===== src/rtl/seg_display_arbiter.sv =====
// Display arbiter for the 8-digit 7-segment scan driver. A continuous base value is
// shown unless one of two timed overlays (overlay 2 has priority) currently owns the bus.
package seg_display_arbiter_pkg;
    typedef struct packed {
        logic [31:0] digits;
        logic        blink;
    } shadow_t;

    typedef enum logic [1:0] {
        IDLE  = 2'd0,
        SHOW1 = 2'd1,
        SHOW2 = 2'd2
    } state_t;
endpackage

// One overlay source: shadow copy of the requested digits plus its pending flag.
module seg_overlay_slot
    import seg_display_arbiter_pkg::*;
(
    input  logic        CLK,
    input  logic        RST,
    input  logic        req,
    input  logic        cancel,
    input  logic        clr,
    input  logic [31:0] num,
    input  logic        blink,
    output shadow_t     shadow,
    output logic        pend
);
    always_ff @(posedge CLK or negedge RST) begin
        if (!RST) begin
            shadow <= '0;
            pend   <= 1'b0;
        end else begin
            // A cancel discards a request arriving on the same edge.
            if (req && !cancel)
                shadow <= {num, blink};
            if (cancel || clr)
                pend <= 1'b0;
            else if (req)
                pend <= 1'b1;
        end
    end
endmodule

module seg_display_arbiter
    import seg_display_arbiter_pkg::*;
#(
    parameter int TICK_DIV = 1000,
    parameter int HOLD_MS  = 2000,
    parameter int BLINK_MS = 250
) (
    input  logic        CLK,
    input  logic        RST,
    input  logic [31:0] BASE_NUM,
    input  logic        REQ1,
    input  logic [31:0] NUM1,
    input  logic        BLINK1,
    input  logic        REQ2,
    input  logic [31:0] NUM2,
    input  logic        BLINK2,
    input  logic        CANCEL,
    output logic [33:0] NUM,
    output logic [1:0]  GRANT,
    output logic        BUSY,
    output logic [1:0]  DONE
);
    localparam int TW = (TICK_DIV > 1) ? $clog2(TICK_DIV) : 1;
    localparam int HW = (HOLD_MS  > 1) ? $clog2(HOLD_MS)  : 1;
    localparam int BW = (BLINK_MS > 1) ? $clog2(BLINK_MS) : 1;

    state_t          state, nxt;
    logic [TW-1:0]   tick_cnt;
    logic [HW-1:0]   hold_cnt;
    logic [BW-1:0]   blink_cnt;
    logic            blink_on;
    logic            tick, expire, enter;
    logic [1:0]      done_nxt, clr;
    logic [1:0]      req_v, blink_v, pend;
    logic [1:0][31:0] num_v;
    shadow_t [1:0]   shadow;
    shadow_t         sel;
    logic [31:0]     disp;

    assign req_v   = {REQ2, REQ1};
    assign blink_v = {BLINK2, BLINK1};
    assign num_v   = {NUM2, NUM1};

    for (genvar i = 0; i < 2; i++) begin : g_slot
        seg_overlay_slot u_slot (
            .CLK    (CLK),
            .RST    (RST),
            .req    (req_v[i]),
            .cancel (CANCEL),
            .clr    (clr[i]),
            .num    (num_v[i]),
            .blink  (blink_v[i]),
            .shadow (shadow[i]),
            .pend   (pend[i])
        );
    end

    assign tick   = (tick_cnt == TW'(TICK_DIV - 1));
    assign expire = tick && (hold_cnt == HW'(HOLD_MS - 1));

    always_comb begin
        nxt      = state;
        enter    = 1'b0;
        done_nxt = 2'b00;
        case (state)
            IDLE: begin
                if (!CANCEL && pend[1]) begin
                    nxt   = SHOW2;
                    enter = 1'b1;
                end else if (!CANCEL && pend[0]) begin
                    nxt   = SHOW1;
                    enter = 1'b1;
                end
            end
            SHOW1: begin
                if (CANCEL) begin
                    nxt         = IDLE;
                    done_nxt[0] = 1'b1;
                end else if (REQ2 || pend[1]) begin
                    nxt         = SHOW2;
                    enter       = 1'b1;
                    done_nxt[0] = 1'b1;
                end else if (REQ1) begin
                    enter = 1'b1;
                end else if (expire) begin
                    done_nxt[0] = 1'b1;
                    nxt   = pend[1] ? SHOW2 : (pend[0] ? SHOW1 : IDLE);
                    enter = (pend != 2'b00);
                end
            end
            SHOW2: begin
                if (CANCEL) begin
                    nxt         = IDLE;
                    done_nxt[1] = 1'b1;
                end else if (REQ2) begin
                    enter = 1'b1;
                end else if (expire) begin
                    done_nxt[1] = 1'b1;
                    nxt   = pend[1] ? SHOW2 : (pend[0] ? SHOW1 : IDLE);
                    enter = (pend != 2'b00);
                end
            end
            default: nxt = IDLE;
        endcase
        clr[0] = enter && (nxt == SHOW1);
        clr[1] = enter && (nxt == SHOW2);
    end

    // Display value is derived from the current owner, so NUM trails GRANT by a cycle.
    always_comb begin
        sel  = (state == SHOW2) ? shadow[1] : shadow[0];
        disp = BASE_NUM;
        if (state != IDLE)
            disp = (sel.blink && !blink_on) ? 32'hFFFF_FFFF : sel.digits;
    end

    always_ff @(posedge CLK or negedge RST) begin
        if (!RST) begin
            state     <= IDLE;
            GRANT     <= 2'd0;
            BUSY      <= 1'b0;
            DONE      <= 2'b00;
            NUM       <= '0;
            tick_cnt  <= '0;
            hold_cnt  <= '0;
            blink_cnt <= '0;
            blink_on  <= 1'b0;
        end else begin
            state <= nxt;
            GRANT <= nxt;
            BUSY  <= (nxt != IDLE);
            DONE  <= done_nxt;
            NUM   <= {2'b00, disp};
            if (enter) begin
                tick_cnt  <= '0;
                hold_cnt  <= '0;
                blink_cnt <= '0;
                blink_on  <= 1'b1;
            end else begin
                tick_cnt <= tick ? '0 : tick_cnt + 1'b1;
                if (state != IDLE && tick) begin
                    hold_cnt <= hold_cnt + 1'b1;
                    if (blink_cnt == BW'(BLINK_MS - 1)) begin
                        blink_cnt <= '0;
                        blink_on  <= ~blink_on;
                    end else begin
                        blink_cnt <= blink_cnt + 1'b1;
                    end
                end
            end
        end
    end
endmodule


===== config.mk =====
export PLATFORM = sky130hd
export DESIGN_NAME = seg_display_arbiter
export DESIGN_NICKNAME = d
export VERILOG_FILES = /design/src/rtl/seg_display_arbiter.sv
export SDC_FILE = /design/constraint.sdc
export NUM_CORES = 1
export LEC_CHECK = 0
export BUFFER_PORTS_ARGS = -buffer_cell sky130_fd_sc_hd__buf_2
export CAP_MARGIN = 15
export CORE_MARGIN = 10
export CORE_UTILIZATION = 30
export DETAILED_ROUTE_END_ITERATION = 8
export PLACE_DENSITY = 0.59
export SLEW_MARGIN = 20
export SYNTH_ARGS = -nofsm -noshare
export SYNTH_HDL_FRONTEND = slang
export SYNTH_SLANG_ARGS = --single-unit

===== constraint.sdc =====
create_clock -name CLK -period 2 [get_ports CLK]
set_clock_uncertainty 0.05 [all_clocks]
set_input_delay 0.1 -clock CLK [delete_from_list [all_inputs] [get_ports CLK]]
set_output_delay 0.1 -clock CLK [all_outputs]
set_load 0.1 [all_outputs]

=== Word-level counts from Yosys, hierarchy flattened ===
Cells that the tools add are included.

* Add/sub/neg operators: 3
* Equality and inequality tests: 7
* Mux-type cells: 45
* Bitwise operators: 1
* Reduce and logical (&&, ||, !) cells: 23

{| class="wikitable"
|+ Operators by type and width
! operator !! count
|-
| 32-bit two-way mux || 2
|-
| 33-bit two-way mux || 1
|-
| 1-bit two-way mux || 24
|-
| 8-bit two-way mux || 3
|-
| 11-bit two-way mux || 2
|-
| 10-bit two-way mux || 2
|-
| 2-bit two-way mux || 9
|-
| 2-bit nonzero test || 7
|-
| 11-bit by 1-bit adder with 11-bit output, second input constant || 1
|-
| 11-bit == test, second input constant || 1
|-
| 10-bit by 1-bit adder with 10-bit output, second input constant || 1
|-
| 10-bit == test, second input constant || 1
|-
| 1-bit logical AND || 9
|-
| 8-bit by 1-bit adder with 8-bit output, second input constant || 1
|-
| 8-bit == test, second input constant || 1
|-
| 2-bit case mux with 3 select lines || 1
|-
| 2-bit by 1-bit == test with 1-bit output, second input constant || 2
|-
| 2-bit == test, second input constant || 2
|-
| 1-bit logical OR || 3
|-
| 1-bit case mux with 3 select lines || 1
|-
| 1-bit logical NOT || 2
|-
| 2-bit logical NOT || 1
|-
| 2-bit AND reduction || 1
|-
| 1-bit inverter || 1
|}

* Register bits after elaboration: 135
* Input bits: 103
* Output and inout bits: 39
* Logic and storage cells: 93

=== Logic depth before layout (Yosys ltp) ===
Gate-level depths: netlist of the first run.

* Word-level depth: 11
* Depth in mapped cells: 8
* Mapped depth without buffers: 7

=== Hierarchy ===
From an unflattened synthesis of the first run, not the netlist that was laid out.

* Cells, all modules: 545
* Area, all modules: 6407.4 sq um

{| class="wikitable"
|+ By module, submodules not included
! module !! times used !! cells an instance !! area each (sq um) !! seq. area each (sq um)
|-
| seg_display_arbiter || 1 || 397 || 3549.7 || 1676.6
|-
| seg_overlay_slot || 2 || 74 || 1428.9 || 850.8
|}

=== Worst setup path after synthesis of the first run ===
OpenSTA, ideal clock, no wires.

* Path kind: reg-to-reg
* From: register state[0]
* To: register blink_cnt[4]
* Setup time: 0.073 ns
* Arrival: 2.480 ns
* Required time: 1.877 ns
* Slack: -0.603 ns
* Stages on the path, launching flop included: 7
* Buffers on the path: 2
* Clock period less this slack: 2.603 ns
* Path through: dfrtp_1 -> clkbuf_1 -> nor2_1 -> or4_4 -> buf_6 -> or4_4 -> a21oi_2

* Word-level cells in the longest chain between the ends: 3
* Elaborated cells on any way between the ends: 8
* Classes of those cells: eq/ne: 2; mux: 2; reduce/logical: 4

{| class="wikitable"
|+ Ends and longest elaborated chain
! what !! RTL line !! RTL
|-
| start, declared || 72 || <nowiki>state_t state, nxt;</nowiki>
|-
| start signal, assigned || 174 || <nowiki>state <= nxt;</nowiki>
|-
| 2-bit == test (tied with other cells) || 110 || <nowiki>case (state)</nowiki>
|-
| 1-bit case mux with 3 select lines / 1-bit logical AND (equally long branches) || 110, 186 ||
|-
| 8-bit two-way mux / 2-bit nonzero test (equally long branches) || -- ||
|-
| end signal, assigned || 192 || <nowiki>blink_cnt <= blink_cnt + 1'b1;</nowiki>
|-
| end, declared || 75 || <nowiki>logic [BW-1:0] blink_cnt;</nowiki>
|}

Parallel ways exist; a longest one is shown, timed or not.
A chain may end at the register's enable or synchronous reset.

=== Final worst setup path of the first run ===
* From: register tick_cnt[1]
* To: register blink_cnt[4]

* Word-level cells in the longest chain between the ends: 8
* Elaborated cells on any way between the ends: 12
* Classes of those cells: eq/ne: 1; mux: 8; reduce/logical: 3

{| class="wikitable"
|+ Ends and longest elaborated chain
! what !! RTL line !! RTL
|-
| start, declared || 73 || <nowiki>logic [TW-1:0] tick_cnt;</nowiki>
|-
| start signal, assigned || 185 || <nowiki>tick_cnt <= tick ? '0 : tick_cnt + 1'b1;</nowiki>
|-
| 10-bit == test (*) || 103 || <nowiki>assign tick = (tick_cnt == TW'(TICK_DIV - 1));</nowiki>
|-
| 1-bit logical AND || 104 || <nowiki>assign expire = tick && (hold_cnt == HW'(HOLD_MS - 1));</nowiki>
|-
| 1-bit two-way mux || 130, 142 ||
|-
| 1-bit two-way mux || 128 || <nowiki>end else if (REQ1) begin</nowiki>
|-
| 1-bit two-way mux || 124 || <nowiki>end else if (REQ2 || pend[1]) begin</nowiki>
|-
| 1-bit two-way mux || 121 || <nowiki>if (CANCEL) begin</nowiki>
|-
| 1-bit case mux with 3 select lines || 110 ||
|-
| 8-bit two-way mux / 2-bit nonzero test (equally long branches) || -- ||
|}

Every way passes the cells marked *; elsewhere a longest branch is shown, timed or not.

==> reports/results.txt, run 1 <==
Syn-to-layout area delta: 49.8%
Most used flip-flop cell after synthesis: dfrtp_1
Switching pwr: 2970 µW
Post-place setup slack: -0.0121 ns
Mapped Cells: 532
ANT nets after route: 0
# H-tree levels: 4
Drt drc: 0
Largest net degree at the start of global routing: 47
FF+latch count, synth: 135
CTS Buf Count: 17
Max clock buf depth: 2
Initial DRC count: 216
Hold depth: 3
Max_cap viols: 0
Antenna violations before repair: 0
Switching share of power: 0.324
Synth warnings: 0
Ys async rst share: 1.00
IO Port Bufs: 139
Maximum ir drop on the vdd rail: 0.765 mV
Tcrit/Tclk final: 0.977
DP HPWL: 11400 µm
Reg2reg end: blink_cnt[4]
Clock Root Buffer: clkbuf_16
Total die area: 26500 µm²
Hold Crit Endpoint: g_slot[1].u_slot.pend
Post-synthesis cell type count: 46
Reg2Reg Depth: 5
Hold Violations, Final: 0
Number of global-route vias before repair: 5404
Reg2reg setup slack: 0.05 ns
GRT Util Overall: 0.131
Non-Filler Instances: 1080
Placer Congestion: 0.807
Layout cells sized above 1: 0.368
Clock network power share: 0.380
Period minus WS final: 1.95 ns
GR Overflow Total: 0
Via count: 5005
CTS clk-pin slew, worst paths: 0.06 ns
Int Power: 6200 µW
Die W: 163 µm
Initial Utilization: 0.303
Logic gate share of total power: 0.264
Final WL: 17300 µm
Post-synth EDFFs: 0
Core Rows: 52
Register area share after synthesis: 0.552
Setup violators final: 0
Post-Syn Area: 6110 µm²
Outcome: complete, no violations
Min-delay worst type: in -> reg
Pwr/cell area: 1000 nW/µm²
Post-layout total power: 9180 µW
CP startpoint: tick_cnt[1]
Arr. time, crit path: 2.25 ns
Lkg Pwr: 0.00397 µW
Slew Limit Fails: 0
CTS tree: done
Final Net Count: 903
First-pass GRT wire length: 28000 µm
DIE HEIGHT: 163 µm
Min-delay src: REQ2
Worst EP required: 2.30 ns
Cells after DPL: 943
Core area: 20200 µm²
Reg-to-reg startpoint: tick_cnt[1]
Worst setup margin: 0.0466 ns
Mean area per synthesized cell: 11.5 µm²
Worst hold slack: 0.0445 ns
WL/cell: 16.0 µm
CTS Sinks: 135
CP max FO: 5
Most frequent cells in the layout: buf_2 (136), dfrtp_1 (133), dlygate4sd3_1 (100), mux2_2 (66), nor2_1 (65)
Max Clock Freq: 512 MHz
I/O pin cnt: 142
Critical Path Sink Type: register
WS Path Type: reg -> reg
CP Launch Type: register
Commonest non-fill, non-tap cell in the layout: buf_2
Clock latency on the worst-skew pair: 0.42 ns
DR vias/cell: 4.63
DR pass1 iterations: 4
Register share of total power: 0.357
## logic make-up (layout without fill, tap and decap cells)
logic type                 count (synthesis)  in the layout  share of synthesized area
and+or+nand+nor                          168            169                      0.145
DFF                                      135            135                      0.552
muxes                                     99             99                      0.176
AOI/OAI and AO/OA                         70             70                     0.0685
buffers and inverters                     39            314                     0.0268
xor gates and xnor gates                  16             16                     0.0229
adders and majority gates                  4              4                    0.00819
other                                      1              3                   0.000613
## per-layer routing
| layer | GRT usage | part of all wire | up-vias |
|---|---|---|---|
| met4 | 0.0447 | 0.017 | 0 |
| li1 | - | - | 2396 |
| met2 | 0.209 | 0.49 | 120 |
| met3 | 0.0463 | 0.061 | 21 |
| met5 | 0 | 0 | - |
| met1 | 0.161 | 0.44 | 2468 |
## critical path: stages, from the launching register on
cell	delay, ns
dfrtp_1	0.39
ha_4	0.16
nand2_4	0.05
or4_4	0.58
or4_4	0.53
a21oi_2	0.12
## cell usage after synthesis, drive strengths merged, types with 8 or more instances
master	n	share of area
xnor2	12	0.017
mux2	66	0.12
o21ai	12	0.0098
nor2	67	0.041
nor3	9	0.0074
dfrtp	135	0.55
nand3	8	0.0065
nand2	15	0.0096
clkbuf	28	0.017
o22ai	33	0.034
mux2i	33	0.054
nand2b	35	0.036
a21oi	16	0.014
## final cells by class
| cell class | instances | area [µm²] |
|---|---|---|
| fillers | 1891 | 11000 |
| flip-flops and latches | 135 | 3380 |
| multi-input cells | 360 | 2700 |
| repair buffers | 278 | 2060 |
| clock buffers | 21 | 460 |
| well taps | 270 | 338 |
| clock inverters | 11 | 196 |
| inverters | 4 | 15.0 |
| diodes | 1 | 2.50 |
## through the flow
step / utilization / cell area [µm²] / TNS (ns)
floorplan: - / 6150 / -0.952
global placement: 0.366 / 7380 / 0
detailed placement: 0.366 / 7380 / -0.0403
CTS: 0.449 / 9050 / 0
global route: 0.454 / 9160 / -0.921
finish: 0.454 / 9160 / 0
## repair_timing
item                                    in CTS  in global routing
buffers inserted                             0                  3
gates cloned                                 0                  1
hold buffers                               100                  0
pin swaps                                    1                  4
endpoints found under the hold margin      190                  0
endpoints found under the setup margin       8                 27
gates resized for setup                      3                 13
## registers in the layout, summed over array words and instances, names as in the netlist
signal                cells
DONE                      2
blink_cnt                 8
BUSY                      1
g_slot.u_slot.shadow     66
blink_on                  1
tick_cnt                 10
NUM                      32
hold_cnt                 11
g_slot.u_slot.pend        2
state                     2
## power by group through the flow
stage	registers (µW)	clock network (µW)	logic, µW
after floorplan	4260	0	683
after global placement	3310	0	2210
after detailed placement	3320	0	2230
after CTS	3270	3580	2390
after global routing	3320	3690	2590
final	3270	3480	2420
## how the worst max path moves through the flow
stage,endpoint,slack (ns)
2_1_floorplan,blink_cnt[4],-0.17
6_report,blink_cnt[4],0.05
4_1_cts,blink_cnt[4],0.02
3_3_place_gp,g_slot[0].u_slot.pend,0.006
3_5_place_dp,hold_cnt[6],-0.01
5_1_grt,blink_cnt[6],-0.05
No activity file was read; power rests on OpenSTA's default activity.
==> inputs of run 2 (changes only) <==
- ABC_AREA: unset -> 1
- PLACE_DENSITY: 0.59 -> 0.6
==> run 2 against run 1 <==
Compared with the run above:
- synthesized area is 3.6% lower
- clock power is 12% lower
- critical path type unchanged
- first-iteration DRC count is 0.93% lower
- design area is 6.2% lower
- sequential power is 10% higher
- utilization is 1.1 points lower
==> reports/results.txt, run 2 <==
Headroom to the max-slew limit: 0.660
Pwr/cell area: 1370 nW/µm² (+37%)
Mean area per synthesized cell: 9.57 µm² (-17%)
Synth top area share: 0.573 (+0.0205)
Post-layout total power: 11800 µW (+29%)
Max Clock Freq: 556 MHz (+8.6%)
Post-place setup slack: 0.0879 ns (+0.100 ns)
WS Path Type: reg -> reg
CTS tree: done
Tcrit/Tclk final: 0.899 (-0.0772)
Hold Violations, Final: 0 (unchanged)
Placer Congestion: 0.793 (-1.7%)
CP Launch Type: register
Syn-to-layout area delta: 45.8%
Most frequent cells in the layout: nand2_1 (140), buf_2 (138), dfrtp_1 (133), dlygate4sd3_1 (99), nor2_1 (71)
Clock Root Buffer: clkbuf_16
Outcome: complete, no violations
Unrepaired setup endpoints after global routing: no
Least-Margin Pin Slew: 0.514 ns
Die W: 160 µm (-1.6%)
IO Port Bufs: 139 (unchanged)
Lkg Pwr: 0.00411 µW (+3.5%)
DR vias/cell: 4.54 (-2.0%)
Synth warnings: 0 (unchanged)
Via count: 5198 (+3.9%)
Hold Crit Endpoint: g_slot[0].u_slot.pend
Min-delay worst type: in -> reg
Fill count: 1880 (-0.58%)
Final WL: 17700 µm (+2.4%)
Maximum ir drop on the vdd rail: 1.05 mV (+37%)
Util after Layout: 0.443 (-0.0110)
Post-Syn Area: 5900 µm² (-3.6%)
WL/cell: 15.4 µm (-3.4%)
Number of global-route vias before repair: 5650 (+4.6%)
CTS Buf Count: 17 (unchanged)
Core area: 19400 µm² (-3.8%)
Ys async rst share: 1.00 (unchanged)
Clock network power share: 0.258 (-0.122)
Register share of total power: 0.305 (-0.052)
Post-synth top cells: nand2_1 (143), dfrtp_1 (135), nor2_1 (73), a21oi_1 (46), mux2_2 (33)
ANT nets after route: 0 (unchanged)
Top post-synthesis cells by area: dfrtp_1 (57%), nand2_1 (9.1%), mux2_2 (6.3%)
Clock latency on the worst-skew pair: 0.41 ns (about the same)
FF+latch count, synth: 135 (unchanged)
Switching share of power: 0.471 (+0.147)
Top-count cell post-synth: nand2_1
Worst EP required: 2.25 ns (-0.05 ns)
Critical Path Sink Type: register
DIE HEIGHT: 160 µm (-1.6%)
GR Overflow Total: 0 (unchanged)
CP max FO: 26 (+21)
Register area share after synthesis: 0.573 (+0.0205)
Max clock buf depth: 2 (unchanged)
Layout cells sized above 1: 0.285 (-0.0836)
Core Rows: 51 (-1.9%)
CTS Sinks: 135 (unchanged)
Min-delay src: CANCEL
Leading registers by flop count: g_slot.u_slot.shadow (66), NUM (32), hold_cnt (11)
Setup TNS: 0 ns (unchanged)
Post-synth EDFFs: 0 (unchanged)
First-pass GRT wire length: 29200 µm (+4.3%)
Max_cap viols: 0 (unchanged)
GRT Util Overall: 0.140 (+0.00918)
Initial Utilization: 0.304 (+0.000758)
Largest net degree at the start of global routing: 61 (+30%)
Logic gate share of total power: 0.437 (+0.173)
Reg2reg end: hold_cnt[0]
Post-synthesis cell type count: 36 (-22%)
Mapped Cells: 616 (+16%)
DP HPWL: 11700 µm (+2.0%)
# H-tree levels: 4 (unchanged)
Reg2Reg Depth: 10 (+5)
Commonest non-fill, non-tap cell in the layout: nand2_1
I/O pin cnt: 142 (unchanged)
Setup violators final: 0 (unchanged)
Antenna violations before repair: 2 (+2)
CP startpoint: hold_cnt[1]
Drt drc: 0 (unchanged)
Slew Limit Fails: 0 (unchanged)
Worst hold slack: 0.0765 ns (+0.0320 ns)
Period minus WS final: 1.80 ns (-0.154 ns)
Total die area: 25700 µm² (-3.1%)
Most used flip-flop cell after synthesis: dfrtp_1
Switching pwr: 5570 µW (+87%)
Leading area contributor after synthesis: dfrtp_1
Hold depth: 4 (+1)
Reg2reg setup slack: 0.20 ns (+0.15 ns)
DR pass1 iterations: 4 (unchanged)
Final Net Count: 973 (+7.8%)
Worst setup margin: 0.201 ns (+0.154 ns)
Most flops, register: g_slot.u_slot.shadow
Arr. time, crit path: 2.05 ns (-0.20 ns)
Int Power: 6250 µW (+0.70%)
CTS clk-pin slew, worst paths: 0.06 ns (about the same)
Initial DRC count: 214 (-0.93%)
Reg-to-reg startpoint: hold_cnt[1]
Max reg flops: 66 (unchanged)
-- run 2: worst max-delay path by stage --
| stage | end | slack [ns] |
|---|---|---|
| after floorplan | blink_cnt[1] | 0.23 |
| after global placement | hold_cnt[9] | 0.11 |
| after detailed placement | hold_cnt[9] | 0.09 |
| after CTS | hold_cnt[9] | 0.04 |
| after global routing | blink_cnt[1] | 0.009 |
| final | hold_cnt[0] | 0.20 |
-- run 2: stage by stage --
| stage | area, µm² | std cells |
|---|---|---|
| 2_1_floorplan | 5900 | 617 |
| 3_3_place_gp | 6960 | 1009 |
| 3_5_place_dp | 6960 | 1009 |
| 4_1_cts | 8520 | 1139 |
| 5_1_grt | 8590 | 1145 |
| 6_report | 8590 | 1145 |
-- run 2: repair_timing --
| action | in CTS | in global routing |
|---|---|---|
| hold buffers | 99 | 0 |
| buffers inserted | 0 | 4 |
| setup endpoints to repair | 0 | 25 |
| endpoints found under the hold margin | 233 | 0 |
| gates resized for setup | 0 | 9 |
-- run 2: power by group through the flow --
stage,Combinational (µW),Clock (µW),Sequential [µW]
2_1_floorplan,1300,0,6200
3_3_place_gp,4980,0,3620
3_5_place_dp,5010,0,3630
4_1_cts,5160,3160,3600
5_1_grt,5460,3270,3670
6_report,5160,3050,3600
-- run 2: cell families (layout without fill, tap and decap cells) --
group | count (synthesis) | in the layout | share of synthesized area
simple gates | 283 | 283 | 0.207
flops | 135 | 135 | 0.573
compound gates | 88 | 88 | 0.0847
buf+inv | 60 | 321 | 0.0452
mux | 33 | 33 | 0.0630
xor+xnor | 12 | 12 | 0.0178
fa+ha+maj | 4 | 4 | 0.00849
other cells | 1 | 4 | 0.000636
-- run 2: layer usage --
metal	global-route usage	up-vias	wire length (µm)
met5	0	-	0
met2	0.234	121	9060
li1	-	2553	-
met1	0.168	2516	7560
met3	0.0445	8	921
met4	0.0442	0	133
-- run 2: area by class of cell --
type / instances / area [µm²] / area share
repair buffers: 258 / 1870 / 0.217
clock buffers: 20 / 447 / 0.0520
well taps: 265 / 332 / 0.0386
flip-flops and latches: 135 / 3380 / 0.393
diodes: 2 / 5.00 / 0.000582
clock inverters: 11 / 126 / 0.0147
inverters: 32 / 128 / 0.0148
multi-input cells: 422 / 2310 / 0.269
-- run 2: critical path: stages (launching register included) --
cell and delay (ns):
dfrtp_1 0.38, ha_1 0.21, nand3_2 0.12, nor3_2 0.23, nand2_1 0.09, nand2_1 0.08, nand2_2 0.06, nand2_2 0.11
nand2_8 0.14, nand2_2 0.14, o21ai_0 0.07
==> inputs of run 3 (changes only) <==
- CORE_UTILIZATION: 30 -> 50
- PLACE_DENSITY: 0.6 -> 0.83
- TNS_END_PERCENT: unset -> 10
- clock period: 2 -> 1.8 ns (I/O delays scaled with it)
==> run 3 against run 2 <==
Compared with the run above:
- wire length is 21% higher
- utilization up 30 points
- die area shrank 36%
- critical path type unchanged
- via count up 13%
- the flow now finishes with violations (setup timing)
- cell count shrank 10%
==> reports/results.txt, run 3 (synthesis gave the netlist of run 2 again) <==
Max clock buf depth: 2 (unchanged)
Fill count: 651 (-65%)
Drt drc: 0 (unchanged)
Setup violators final: 7 (+7)
CTS clk-pin slew, worst paths: 0.06 ns (about the same)
Headroom to the max-slew limit: 0.548 (-0.112)
Worst setup margin: -0.169 ns (-0.370 ns)
Largest net degree at the start of global routing: 44 (-28%)
Leading registers by flop count: g_slot.u_slot.shadow (66), NUM (32), hold_cnt (11)
WL/cell: 20.7 µm (+34%)
Placer Congestion: 0.933 (+18%)
Total die area: 16500 µm² (-36%)
Most frequent cells in the layout: nand2_1 (140), buf_2 (138), dfrtp_1 (133), dlygate4sd3_1 (101), nor2_1 (70)
Worst path slowest cell: dfrtp_1
# H-tree levels: 4 (unchanged)
DR pass1 iterations: 5 (+1)
ANT nets after route: 0 (unchanged)
Number of global-route vias before repair: 6225 (+10%)
Syn-to-layout area delta: 44.6%
First-pass GRT wire length: 32800 µm (+13%)
Least-Margin Pin Slew: 0.677 ns (+0.163 ns)
WS Path Type: reg -> reg
Violated checks: setup timing
Post-place setup slack: -0.105 ns (-0.193 ns)
Tcrit/Tclk final: 1.09 (+0.194)
Top Family by Delay on Critical Path: simple AND/OR/NAND/NOR gates
Cells after DPL: 891 (-12%)
Max_cap viols: 0 (unchanged)
Non-Filler Instances: 1028 (-10%)
Die W: 129 µm (-20%)
Min-delay worst type: in -> async
Util after Layout: 0.743 (+0.300)
Clock latency on the worst-skew pair: 0.42 ns (about the same)
CTS tree: done
Post-layout total power: 13500 µW (+14%)
Antenna violations before repair: 3 (+1)
CTS Buf Count: 17 (unchanged)
Hold Violations, Final: 0 (unchanged)
Period minus WS final: 1.97 ns (+0.170 ns)
Maximum ir drop on the vdd rail: 1.78 mV (+69%)
Layout cells sized above 1: 0.286 (+0.00130)
Lkg Pwr: 0.00414 µW (+0.70%)
Worst EP required: 2.05 ns (-0.20 ns)
DIE HEIGHT: 129 µm (-20%)
Unrepaired setup endpoints after global routing: yes
Via count: 5886 (+13%)
Most flops, register: g_slot.u_slot.shadow
Max reg flops: 66 (unchanged)
Critical path's largest stage delay: 0.40 ns (+0.02 ns)
DP HPWL: 11700 µm (+0.26%)
Commonest non-fill, non-tap cell in the layout: nand2_1
Buffers & Inverters on Critical Path: 1 (+1)
Outcome: finished, violations left
Final Net Count: 976 (+0.31%)
I/O pin cnt: 142 (unchanged)
CP Launch Type: register
Core Rows: 39 (-24%)
Slew Limit Fails: 0 (unchanged)
Max Clock Freq: 508 MHz (-8.6%)
CP max FO: 3 (-88%)
IO Port Bufs: 139 (unchanged)
CTS Sinks: 135 (unchanged)
Initial Utilization: 0.514 (+0.210)
CP cell instances: buf_4 -> nand2_1 -> nor2_1 -> nand3_1 -> nor4_1 -> and3_1 -> nor3_1
Core area: 11500 µm² (-41%)
Pwr/cell area: 1580 nW/µm² (+15%)
Worst hold slack: 0.115 ns (+0.0386 ns)
Critical Path Sink Type: register
DR vias/cell: 5.73 (+26%)
Final WL: 21300 µm (+21%)
Clock Root Buffer: clkbuf_16
Arr. time, crit path: 2.22 ns (+0.17 ns)
Initial DRC count: 536 (+150%)
GRT Util Overall: 0.252 (+0.112)
GR Overflow Total: 0 (unchanged)
[run 3: cell count changes in the layout (fill, tap and decap cells not counted), sizes merged]
cell	before	now
buf	159	160
clkbuf	20	29
clkinv	5	1
clkinvlp	3	1
diode	2	4
dlygate4sd3	99	101
inv	33	30
[run 3: final cells by class]
type,count,area (µm²),area share
multi-input cells,422,2320,0.272
clock inverters,2,60.1,0.00704
well taps,143,179,0.0210
inverters,32,136,0.0160
flip-flops and latches,135,3380,0.397
diodes,4,10.0,0.00117
clock buffers,29,520,0.0611
repair buffers,261,1920,0.225
[run 3: path summary, 6_finish.rpt]
check | from | endpoint | slack [ns] | cells past startpoint
worst max register to register | hold_cnt[1] | hold_cnt[9] | -0.17 | 7
min in group CLK | REQ2 | g_slot[1].u_slot.pend | 0.12 | 5
worst max-delay path | hold_cnt[1] | hold_cnt[9] | -0.17 | 7
worst min register to register | g_slot[0].u_slot.shadow[0] | g_slot[0].u_slot.shadow[0] | 0.42 | 2
worst min-delay path | RST | BUSY | 0.12 | 2
max in group asynchronous | RST | g_slot[0].u_slot.shadow[4] | 0.86 | 3
[run 3: repair_timing]
item                                    CTS  global route
cloned                                    0             0
hold buffers                            101             0
endpoints found under the hold margin   210             0
resized for setup                        10            10
setup buffers                             1             0
pin swaps                                 0             2
endpoints found under the setup margin   20            66
[run 3: through the flow]
stage | instance area (µm²) | TNS, ns
3_5_place_dp | 6840 | -0.871
4_1_cts | 8480 | 0
3_3_place_gp | 6840 | 0
2_1_floorplan | 5900 | 0
5_1_grt | 8520 | -2.25
6_report | 8530 | -0.347
[run 3: report_power, final]
part | internal [µW] | total, µW | leakage [µW] | switching [µW]
combinational | 1250 | 6000 | 0.00220 | 4740
clock | 2220 | 3470 | 0.000282 | 1250
sequential | 3710 | 4050 | 0.00165 | 341
[run 3: worst reg2reg max path: cells and delay by family (launching register included)]
family        cells  cell delay, ns
buf+inv           1            0.13
simple gates      6            1.28
flops             1            0.40
[run 3: layer usage]
layer | track usage | vias to the layer above | share of wire | routed length (µm)
met5 | 0 | - | 0 | 0
met3 | 0.0620 | 96 | 0.075 | 1610
met1 | 0.268 | 2845 | 0.34 | 7210
met2 | 0.450 | 390 | 0.54 | 11500
met4 | 0.137 | 0 | 0.048 | 1030
li1 | - | 2555 | - | -
